===== src/rtl/shared_pkg.sv =====
// rtl/shared_pkg.sv - shared FIFO parameters and read-controller state type
package shared_pkg;

    localparam int FIFO_WIDTH = 16;
    localparam int FIFO_DEPTH = 8;

    typedef enum logic [1:0] {
        IDLE   = 2'd0,
        ACTIVE = 2'd1,
        FLUSH  = 2'd2
    } rd_ctrl_state_e;

endpackage


===== src/rtl/fifo_rd_skid.sv =====
// rtl/fifo_rd_skid.sv - 2-entry in-order output buffer for the FIFO read side
//
// Purpose: holds up to two words captured from the FIFO and presents the
// oldest one as a registered head word with a registered valid.
// Ports:
//   clk, rst   clock and synchronous active-high reset
//   push, din  write din at the tail
//   pop        remove the head word
//   clear      discard all entries (wins over push/pop)
//   occ        current occupancy, 0..2
//   valid      registered head-valid
//   head       registered head word
module fifo_rd_skid
    import shared_pkg::*;
#(
    parameter int W = FIFO_WIDTH
) (
    input  logic         clk,
    input  logic         rst,
    input  logic         push,
    input  logic         pop,
    input  logic         clear,
    input  logic [W-1:0] din,
    output logic [1:0]   occ,
    output logic         valid,
    output logic [W-1:0] head
);

    logic [W-1:0] slot0_q, slot0_d;
    logic [W-1:0] slot1_q, slot1_d;
    logic [1:0]   occ_q, occ_d;
    logic         valid_q, valid_d;

    always_comb begin
        slot0_d = slot0_q;
        slot1_d = slot1_q;
        occ_d   = occ_q;
        if (clear) begin
            occ_d = 2'd0;
        end else begin
            case ({push, pop})
                2'b10: begin
                    if (occ_q == 2'd0) begin
                        slot0_d = din;
                    end else begin
                        slot1_d = din;
                    end
                    occ_d = occ_q + 2'd1;
                end
                2'b01: begin
                    // slot1 shifts forward; stale if occ was 1, but valid drops then
                    slot0_d = slot1_q;
                    occ_d   = occ_q - 2'd1;
                end
                2'b11: begin
                    // occupancy unchanged; the new word lands behind whatever remains
                    if (occ_q == 2'd1) begin
                        slot0_d = din;
                    end else begin
                        slot0_d = slot1_q;
                        slot1_d = din;
                    end
                end
                default: begin
                end
            endcase
        end
        valid_d = (occ_d != 2'd0);
    end

    always_ff @(posedge clk) begin
        if (rst) begin
            slot0_q <= '0;
            slot1_q <= '0;
            occ_q   <= 2'd0;
            valid_q <= 1'b0;
        end else begin
            slot0_q <= slot0_d;
            slot1_q <= slot1_d;
            occ_q   <= occ_d;
            valid_q <= valid_d;
        end
    end

    assign occ   = occ_q;
    assign valid = valid_q;
    assign head  = slot0_q;

endmodule


===== src/rtl/fifo_rd_ctrl.sv =====
// rtl/fifo_rd_ctrl.sv - FIFO read-side drain controller with valid/ready output
//
// Purpose: issues FIFO reads against a 2-word credit, captures the read data
// one cycle later into fifo_rd_skid and streams it downstream at full rate.
// Also provides flush, a delivered-word counter and a sticky underflow flag.
// Ports:
//   clk, rst        clock and synchronous active-high reset
//   empty           FIFO empty flag
//   underflow       FIFO underflow indication
//   data_out        FIFO read data, valid the cycle after rd_en
//   rd_en           FIFO read request (combinational)
//   m_valid/m_data  downstream word (registered)
//   m_ready         downstream accept
//   flush           discard buffered and in-flight words
//   rd_count        words delivered, wraps
//   err_underflow   sticky underflow flag
module fifo_rd_ctrl
    import shared_pkg::*;
#(
    parameter int CNT_W = 32
) (
    input  logic                  clk,
    input  logic                  rst,
    input  logic                  empty,
    input  logic                  underflow,
    input  logic [FIFO_WIDTH-1:0] data_out,
    output logic                  rd_en,
    output logic                  m_valid,
    output logic [FIFO_WIDTH-1:0] m_data,
    input  logic                  m_ready,
    input  logic                  flush,
    output logic [CNT_W-1:0]      rd_count,
    output logic                  err_underflow
);

    rd_ctrl_state_e   state_q, state_d;
    logic             infl_q, infl_d;
    logic [CNT_W-1:0] rd_count_q, rd_count_d;
    logic             err_underflow_q, err_underflow_d;

    logic [1:0] occ;
    logic       pop;
    logic       push;
    logic [2:0] credit;

    assign pop = m_valid && m_ready;

    // Slots committed after this edge: buffered words plus the arriving one,
    // minus the word leaving now. A read is only issued if a slot remains for it.
    assign credit = {1'b0, occ} + {2'b00, infl_q} - {2'b00, pop};

    assign rd_en = !rst && !empty && (state_q != FLUSH) && !flush && (credit < 3'd2);

    // Data arriving during a flush (or right after one) belongs to the discarded stream.
    assign push = infl_q && (state_q != FLUSH) && !flush;

    fifo_rd_skid #(
        .W(FIFO_WIDTH)
    ) u_skid (
        .clk  (clk),
        .rst  (rst),
        .push (push),
        .pop  (pop),
        .clear(flush),
        .din  (data_out),
        .occ  (occ),
        .valid(m_valid),
        .head (m_data)
    );

    always_comb begin
        state_d         = state_q;
        infl_d          = rd_en;
        rd_count_d      = rd_count_q + {{(CNT_W-1){1'b0}}, pop};
        err_underflow_d = err_underflow_q | underflow;
        if (flush) begin
            state_d = FLUSH;
        end else begin
            case (state_q)
                IDLE: begin
                    if (rd_en) begin
                        state_d = ACTIVE;
                    end
                end
                ACTIVE: begin
                    if ((occ == 2'd0) && !infl_q && !rd_en) begin
                        state_d = IDLE;
                    end
                end
                FLUSH: begin
                    // rd_en is held off while flushing, so nothing is in flight past one cycle
                    if (!infl_q) begin
                        state_d = IDLE;
                    end
                end
                default: begin
                    state_d = IDLE;
                end
            endcase
        end
    end

    always_ff @(posedge clk) begin
        if (rst) begin
            state_q         <= IDLE;
            infl_q          <= 1'b0;
            rd_count_q      <= '0;
            err_underflow_q <= 1'b0;
        end else begin
            state_q         <= state_d;
            infl_q          <= infl_d;
            rd_count_q      <= rd_count_d;
            err_underflow_q <= err_underflow_d;
        end
    end

    assign rd_count      = rd_count_q;
    assign err_underflow = err_underflow_q;

endmodule


===== config.mk =====
export PLATFORM = sky130hd
export DESIGN_NAME = fifo_rd_ctrl
export DESIGN_NICKNAME = d
export VERILOG_FILES = /design/src/rtl/shared_pkg.sv /design/src/rtl/fifo_rd_skid.sv /design/src/rtl/fifo_rd_ctrl.sv
export SDC_FILE = /design/constraint.sdc
export NUM_CORES = 1
export LEC_CHECK = 0
export ABC_CLOCK_PERIOD_IN_PS = 2960
export CORE_ASPECT_RATIO = 1.75
export CORE_MARGIN = 1
export CORE_UTILIZATION = 35
export CTS_CLUSTER_DIAMETER = 100
export DETAILED_ROUTE_END_ITERATION = 10
export GPL_TIMING_DRIVEN = 0
export MAX_ROUTING_LAYER = met4
export PLACE_DENSITY = 0.71
export SYNTH_ARGS = -nofsm -noshare
export SYNTH_HDL_FRONTEND = slang
export SYNTH_SLANG_ARGS = --single-unit

===== constraint.sdc =====
create_clock -name clk -period 2.96 [get_ports clk]
set_clock_uncertainty 0.15 [all_clocks]
set_input_delay 0.888 -clock clk [delete_from_list [all_inputs] [get_ports clk]]
set_output_delay 0.888 -clock clk [all_outputs]
set_load 0.01 [all_outputs]

==> results.yml <==
place:
  detailedPlacementHpwl_um: 6260
  globalplace.congestion: 0.844
  placedCellCount: 544
  place_ws_ps: -1290
  numPortBuffers: 71
layout:
  final_cells: 569
  final_util_pct: 50.7
  multi_input_area_sq_um: 1700
  regArea_sq_um: 1420
  mostFrequentLayoutCell: "dfxtp_1"
  final_cell_mix: "71 x dfxtp_1, 69 x clkdlybuf4s50_1, 49 x nor2_1"
  n_antenna_cell: 0
  drive_above_1_share_pct: 9.73
  fillers: 827
  synthToLayoutAreaGrowth_pct: 39.2
  nets: 476
die:
  die_y_um: 128
  start_util_pct: 36.4
  ioPinCount: 73
  die_w_um: 74.0
  dieArea_sq_um: 9470
  rows: 45
  core_sq_um: 8730
clock_tree:
  path_clk_slew_ps: 50
  htree_levels: 3
  numCtsBuffers: 9
  cts_tree: "done"
  cts.path.max_buffers: 2
  clock_sinks: 71
  root_buffer: "clkbuf_16"
  insertion_delay_ps: 330
sta:
  min_period_ps: 3250
  fin_ws_ps: -292
  finalCritPeriodShare_pct: 110
  worstMarginPinSlew_ps: 559
  rsz0062_at_grt: "yes"
  drv_slew: 0
  fmax_ghz: 0.307
  slew_headroom_pct: 62.4
  finalHoldViolCount: 0
  finalSetupViolCount: 15
drt:
  wl_um: 8640
  vias_per_cell: 5.36
  dr.pass1.iters: 4
  drc: 0
  antenna_left: 0
  wl_per_cell_um: 15.2
  drtIter0Drc: 137
  vias: 3051
grt:
  grt_pass1_vias: 2896
  grt_max_degree: 12
  grt_pass1_wl_um: 13800
  grt-ovfl-total: 0
  grt_usage_pct: 19.9
  antenna_found_initial: 0
power_and_ir_drop:
  ir_worst_vdd_mv: 0.359
  powerDensity_nw_per_um2: 463
  leakage_nw: 1.61
synth:
  yosysWarnings: 0
  postSynthCellCount: 356
  syn-mean-instance-area_sq_um: 8.92
  ys_seq_elements: 71
  syn-cell-area_sq_um: 3180
  synth_cell_type_count: 39
  synth_edf_count: 0
  syn-num-nets: 385
  synth-main-ff-cell: "dfxtp_1"
  async_flop_share_pct: 0
  ys_seq_area_share_pct: 44.8
worst_setup_path:
  worstSetupPathType: "input port to output port"
  cp_max_fo: 2
  cp-end-kind: "output port"
  critPathLaunchType: "input port"
  cp.required_ps: 1920
  crit_arrival_ps: 2210
run_status:
  status: "finished, violations left"
  violations: "setup timing"
flow_run:
  maxCapViolations: 0
min_path:
  hp-class: "flip-flop to flip-flop"
==> registers in the layout (all words and copies together), names as in the netlist <==
register        cells
state_q             2
u_skid.valid        1
err_underflow       1
u_skid.occ          2
rd_count           32
u_skid.head        16
infl_q              1
u_skid.slot1_q     16
==> path summary, 6_finish.rpt <==
check | startpoint | to | slack, ps | depth (start not counted)
worst min-delay path | state_q[1] | state_q[0] | 270 | 1
worst max register to register | state_q[1] | u_skid.head[12] | 510 | 8
worst max-delay path | m_ready | rd_en | -290 | 8
worst min register to register | state_q[1] | state_q[0] | 270 | 1
==> per-layer routing <==
| layer | GRT usage [%] | up-vias | routed length (um) |
|---|---|---|---|
| met5 | - | - | 0 |
| met4 | 9.50 | 0 | 181 |
| met3 | 4.56 | 14 | 382 |
| met2 | 35.2 | 88 | 4720 |
| met1 | 19.9 | 1458 | 3350 |
| li1 | - | 1491 | - |
==> critical path, stage by stage <==
cell	delay, ps
buf_8	80
nand2_4	50
xnor2_2	150
nand2_1	90
fa_2	380
xor2_2	180
nor4_4	240
buf_2	170
==> cell usage after synthesis (4+ instances only) <==
library cell | instances | share of area [%]
or3_1 | 7 | 1.4
a22oi_1 | 16 | 3.8
mux2i_1 | 17 | 5.4
nand4_1 | 8 | 1.6
o21ai_0 | 6 | 0.95
or4_1 | 16 | 3.8
ha_1 | 6 | 2.4
nor2b_1 | 5 | 0.99
o31ai_1 | 12 | 2.8
nor4_1 | 6 | 1.2
a21oi_1 | 24 | 3.8
dfxtp_1 | 71 | 45
nand2_1 | 20 | 2.4
a211oi_1 | 17 | 4.0
nor2_1 | 49 | 5.8
clkbuf_1 | 13 | 1.5
nand3_1 | 8 | 1.3
and4_1 | 4 | 1.1
inv_1 | 9 | 1.1
xnor2_1 | 4 | 1.1
xor2_1 | 7 | 1.9
==> kinds of logic (layout without fill, tap and decap cells) <==
kind of cell               Yosys count  after routing  share of synthesized area (%)
AOI/OAI and AO/OA                   81             81                           16.8
xor gates and xnor gates            11             11                           3.03
adders and majority gates            7              7                           2.99
buffers and inverters               27            123                           3.31
DFF                                 71             71                           44.8
muxes                               20             20                           6.42
and+or+nand+nor                    139            139                           22.7
==> what timing repair did <==
action | CTS | global route
gates resized for setup | 23 | 0
setup buffers | 9 | 0
endpoints found under the setup margin | 32 | 33
hold buffers | 0 | 0
gates cloned | 0 | 0
pin swaps | 5 | 0
==> layout make-up <==
class / count / area share, %
multi-input cells: 258 / 38.5
repair buffers: 80 / 17.6
inverters: 9 / 0.764
plain buffers: 18 / 1.81
flip-flops and latches: 71 / 32.1
well taps: 117 / 3.31
clock inverters: 4 / 0.509
clock buffers: 12 / 5.35
==> power breakdown <==
group          switching [W]  internal, W
clock               0.000397     0.000563
combinational      0.0000554    0.0000606
sequential        0.00000596     0.000965
==> metrics by stage <==
step                      hold slack [ps]  instance area (sq um)  power (W)  TNS (ps)
after global placement                250                   4060    0.00110    -21320
after floorplan                       243                   3200    0.00104     -63.4
after CTS                             273                   4420    0.00206     -1080
final                                 268                   4420    0.00205     -1250
after global routing                  306                   4420    0.00212     -6350
after detailed placement              267                   4060    0.00110    -22990
(Power assumes the default switching activity.)
